[config.mk]
export PLATFORM = sky130hd
export DESIGN_NAME = stream_demux_1to2
export DESIGN_NICKNAME = d
export VERILOG_FILES = /design/src/rtl/stream_demux_1to2.sv
export SDC_FILE = /design/constraint.sdc
export NUM_CORES = 1
export LEC_CHECK = 0
export ABC_AREA = 1
export ABC_CLOCK_PERIOD_IN_PS = 1700
export BUFFER_PORTS_ARGS = -buffer_cell sky130_fd_sc_hd__buf_2
export CAP_MARGIN = 15
export CORE_UTILIZATION = 40
export DETAILED_ROUTE_END_ITERATION = 7
export SYNTH_ARGS = -nofsm -noshare
export SYNTH_HDL_FRONTEND = slang
export SYNTH_SLANG_ARGS = --single-unit
[constraint.sdc]
create_clock -name clk_i -period 1.7 [get_ports clk_i]
set_input_delay 0.34 -clock clk_i [delete_from_list [all_inputs] [get_ports clk_i]]
set_output_delay 0.34 -clock clk_i [all_outputs]
set_load 0.02 [all_outputs]
[src/rtl/stream_demux_1to2.sv]
// ============================================================================
// Module   : stream_demux_1to2
// Purpose  : Registered 1-to-2 stream demultiplexer, 2-entry FIFO per channel.
//            Optional delivered-word counters when STREAM_DEMUX_CNT_EN is defined.
// Revision : 1.0 - initial release
// ============================================================================
`default_nettype none

module stream_demux_1to2 #(
    parameter int SIZE = 32
) (
    input  logic            clk_i,
    input  logic            rst_i,
    input  logic [SIZE-1:0] data_i,
    input  logic            select_i,
    input  logic            valid_i,
    output logic            ready_o,
    output logic [SIZE-1:0] data0_o,
    output logic            valid0_o,
    input  logic            ready0_i,
    output logic [SIZE-1:0] data1_o,
    output logic            valid1_o,
    input  logic            ready1_i
`ifdef STREAM_DEMUX_CNT_EN
    ,
    output logic [15:0]     cnt0_o,
    output logic [15:0]     cnt1_o
`endif
);

    logic [1:0]      w_space;
    logic [1:0]      w_valid;
    logic [1:0]      w_cons_ready;
    logic [SIZE-1:0] w_head [2];
`ifdef STREAM_DEMUX_CNT_EN
    logic [15:0]     w_dcnt [2];
`endif

    assign w_cons_ready = {ready1_i, ready0_i};

    // Acceptance depends only on the selected channel's occupancy, never on consumer readies.
    assign ready_o = w_space[select_i];

    generate
        for (genvar k = 0; k < 2; k++) begin : g_ch
            logic [SIZE-1:0] r_mem [2];
            logic            r_wp;
            logic            r_rp;
            logic [1:0]      r_occ;
            logic            w_push;
            logic            w_pop;

            assign w_space[k] = (r_occ != 2'd2);
            assign w_valid[k] = (r_occ != 2'd0);
            assign w_head[k]  = r_mem[r_rp];
            assign w_push     = valid_i && ready_o && (select_i == (k != 0));
            assign w_pop      = w_valid[k] && w_cons_ready[k];

            always_ff @(posedge clk_i or negedge rst_i) begin
                if (!rst_i) begin
                    r_mem[0] <= '0;
                    r_mem[1] <= '0;
                    r_wp     <= 1'b0;
                    r_rp     <= 1'b0;
                    r_occ    <= 2'd0;
                end else begin
                    if (w_push) begin
                        r_mem[r_wp] <= data_i;
                        r_wp        <= ~r_wp;
                    end
                    if (w_pop) begin
                        r_rp <= ~r_rp;
                    end
                    // Push+pop together leaves occupancy unchanged.
                    case ({w_push, w_pop})
                        2'b10:   r_occ <= r_occ + 2'd1;
                        2'b01:   r_occ <= r_occ - 2'd1;
                        default: r_occ <= r_occ;
                    endcase
                end
            end

`ifdef STREAM_DEMUX_CNT_EN
            logic [15:0] r_dcnt;

            always_ff @(posedge clk_i or negedge rst_i) begin
                if (!rst_i) begin
                    r_dcnt <= 16'd0;
                end else if (w_pop) begin
                    r_dcnt <= r_dcnt + 16'd1;
                end
            end

            assign w_dcnt[k] = r_dcnt;
`endif
        end
    endgenerate

    assign data0_o  = w_head[0];
    assign valid0_o = w_valid[0];
    assign data1_o  = w_head[1];
    assign valid1_o = w_valid[1];

`ifdef STREAM_DEMUX_CNT_EN
    assign cnt0_o = w_dcnt[0];
    assign cnt1_o = w_dcnt[1];
`endif

endmodule

`default_nettype wire

==> summary by stage <==
STA
The slew of the pin with the lowest slew margin is 407.7 ps. On the final layout, the worst hold slack is ~170 ps. The normalized max-slew margin is 72.79%. Between clock sinks in the finished design, the worst skew comes to 6.138 ps.

After layout, the minimum clock period comes to ~1800 ps. Of the available clock period, the critical path in the final layout requires 108.5%. The count of final setup violators is 64. The slack of the critical path is -144.1 ps. The hold violation total from the final report was 0.

Setup repair after global routing could not meet its margin everywhere. The count of final max-slew check failures is 0. Derived from the worst setup path, the maximum achievable clock frequency is roughly 540 MHz.

Placement
The number of placed instances, taps included is 1,096. The routability congestion estimate is 0.7403. The minimum setup slack after placement is 130.4 ps.

After legalization and detailed placement, the total HPWL measured 10,530 um. Input and output buffers added on the ports amount to 104.

Final layout
The most common library cell in the layout ignoring fill and taps is sky130_fd_sc_hd__nand2_1. The number of inserted filler cells in the final layout is 1,375. The final standard cell count with taps included and fillers excluded is 1,154. For this run, the post-layout net count is 963. In the final layout, the multi-input gates occupy between 0.003 and 0.004 mm^2. Across the whole layout, storage elements account for approximately 0.0034 mm^2.

In the layout the commonest cells are 243 x sky130_fd_sc_hd__nand2_1, 134 x sky130_fd_sc_hd__dfrtp_1, 103 x sky130_fd_sc_hd__inv_1, 65 x sky130_fd_sc_hd__o21ai_0, 64 x sky130_fd_sc_hd__o21bai_1. The post-route netlist has 31.94% of its cells at a drive strength greater than 1. The area overhead of the layout relative to synthesis is 46.41%.

Floorplan
The top-level I/O count is 105. The die span in y is 129.3 um. The area inside the core boundary is around 0.016 mm^2. Row generation in the floorplan step produced 46 rows. The area of the die is 0.01673 mm^2.

The die span in x is ~130 um. The initial utilization of the core area, before any placement, comes to approximately two fifths.

Global route
The number of global-route vias before repair was 5,634. The global-route usage over all layers is 23.91%. The maximum number of pins on one net before global-route repair is 53. The global-route wire length before repair is between 20,000 and 30,000 um. The number of antenna violations at the first check in global routing came to 2.

The total overflow reported by the global router is 0.

CTS
The number of buffers created by CTS is 17. The number of buffers between clock root and the deepest sink is 2. The total number of clock tree sinks is around 140. The clock tree from TritonCTS is done. Clock-pin slew was measured on the worst setup and hold paths at 60 ps. The master cell of the clock root buffer is sky130_fd_sc_hd__clkbuf_16. The clock reaches the later pin of the worst-skew pair after 420 ps. In this run the number of H-tree levels came out at 4.

Job
The total of max-cap violations is 0.

Outcome
The run finished, with violations left. The final reports fail on negative setup slack.

Route
The detail-routed net length per standard cell is ~16 um. After detailed routing, the number of remaining DRC violations is 0. Before antenna repair, the detailed router went through 4 iterations. Using the TritonRoute via totals, the vias-per-cell ratio works out to 4.908. The detailed-route via count is between 5,000 and 6,000. The detailed router's first-iteration violation count is 421.

The detail route stage leaves a number of antenna-violating nets equal to 0. Summed over all layers, the routed wires come to about 19,000 um.

Worst setup path
At the worst endpoint, the arrival time is 1500 ps. The kind of critical path is reg2out. The largest fanout on the critical path is 6. The critical path endpoint category is an output pin.

STA puts the critical path data required time at around 1400 ps. The kind of start point of the critical path is a flip-flop.

Synthesis
The number of nets in the synthesized netlist is 838. For this run, asynchronously set or reset flops after synthesis account for 100.0%. After synthesis, the netlist uses 22 different library cells. For this run, the register share of the synthesized area comes to a little over half.

Each instance of the synthesized netlist takes up on average 8.128 um^2. The number of storage elements in the synthesis netlist is roughly 140. The number of instances in the synthesized netlist is approximately 800.

Yosys mapped a number of flops with a built-in enable equal to 0. The largest total area in the synthesized netlist belongs to sky130_fd_sc_hd__dfrtp_1. In this run the cell area of the synthesized design comes to 0.006486 mm^2. The number of warnings issued by yosys is 0. The area fraction of the dominant cell type after synthesis is a little over half. The flip-flop cell with the highest count after synthesis is sky130_fd_sc_hd__dfrtp_1. After synthesis, the cell types taking the most area are sky130_fd_sc_hd__dfrtp_1 52%, sky130_fd_sc_hd__nand2_1 17%, sky130_fd_sc_hd__o21ai_0 10%.

Min path
The path class of the tightest hold or removal check is in2reg.

Power
The maximum resistive drop on vdd is 1369 uV. The analysis attributes to cell leakage a power of 4.637 nW. The power density over the cells is 2320 mW/mm^2.
## sequential cells by signal, summed over array words and instances (netlist names)
register    cells
g_ch.r_mem    128
g_ch.r_occ      4
g_ch.r_rp       2
g_ch.r_wp       2
## final cells by class
type	instances	share of cell area, %
Timing Repair Buffer	155	18.02
Antenna cell	2	0.05270
Clock inverter	13	1.621
Tap cell	216	2.846
Sequential cell	136	35.86
Multi-Input combinational cell	507	32.74
Clock buffer	19	4.664
Inverter	106	4.190
## worst paths after layout
check	startpoint	endpoint	slack, ps	depth (start not counted)
setup / recovery	g_ch[0].r_rp$_DFFE_PN0P_	data0_o[3]	-140	4
hold / removal	data_i[10]	g_ch[0].r_mem[10]$_DFFE_PN0P_	170	3
setup reg to reg	g_ch[1].r_occ[1]$_DFFE_PN0P_	g_ch[1].r_occ[1]$_DFFE_PN0P_	130	8
hold reg to reg	g_ch[1].r_mem[15]$_DFFE_PN0P_	g_ch[1].r_mem[15]$_DFFE_PN0P_	500	2
max in group asynchronous	rst_i	g_ch[1].r_mem[38]$_DFFE_PN0P_	780	3
min in group asynchronous	rst_i	g_ch[0].r_mem[46]$_DFFE_PN0P_	350	2
## metrics by stage
stage | TNS (ps) | instance area (um^2) | power [mW] | util [%]
2_1_floorplan | 0 | 6486 | 10.60 | -
3_3_place_gp | 0 | 7363 | 13.17 | 46.35
3_5_place_dp | 0 | 7363 | 13.33 | 46.35
4_1_cts | -6579 | 9069 | 20.89 | 57.09
5_1_grt | -9104 | 9497 | 23.39 | 59.78
6_report | -6439 | 9497 | 22.03 | 59.78
## metal layers
layer	vias up	share of wire [%]	routed length, um	track usage, %
met2	114	49	9116	38.05
met4	0	2.2	402	10.52
met3	33	3.4	637	4.913
li1	2743	-	-	-
met5	-	0	0	0
met1	2774	46	8485	31.60
## kinds of logic after synthesis
family                   Yosys count  synth area share, %
buffers and inverters            155                10.15
XOR/XNOR                           8                1.080
flip-flops                       136                52.47
AND/OR/NAND/NOR                  300                18.25
adder cells (fa/ha/maj)            2               0.3857
AO/OA/AOI/OAI                    197                17.67
## what timing repair did
action	CTS	global route
gates resized for setup	278	82
setup buffers	10	0
gates cloned	10	3
endpoints found under the hold margin	19	0
pin swaps	24	16
hold buffers	1	0
setup endpoints to repair	65	65
## power by group
part / leakage (nW) / switching, mW / internal [mW]
registers: 1.66 / 0.868 / 4.86
logic: 2.69 / 6.85 / 5.72
clock network: 0.285 / 1.40 / 2.33
total: 4.64 / 9.12 / 12.9
## critical path, stage by stage, from the launching register on
cell and delay (ps):
sky130_fd_sc_hd__dfrtp_2 450, sky130_fd_sc_hd__buf_12 170, sky130_fd_sc_hd__buf_16 160, sky130_fd_sc_hd__o21ai_4 160, sky130_fd_sc_hd__buf_6 140
## cell usage after synthesis, types with 4 or more instances
cell and n:
sky130_fd_sc_hd__xor2_1 4, sky130_fd_sc_hd__buf_6 5, sky130_fd_sc_hd__dfrtp_1 136, sky130_fd_sc_hd__buf_1 6, sky130_fd_sc_hd__buf_4 6, sky130_fd_sc_hd__xnor2_1 4, sky130_fd_sc_hd__inv_1 103, sky130_fd_sc_hd__o21bai_1 64
sky130_fd_sc_hd__o21ai_0 130, sky130_fd_sc_hd__clkbuf_1 19, sky130_fd_sc_hd__buf_2 13, sky130_fd_sc_hd__nand2_1 293
Power figures use the tool's default switching activity.
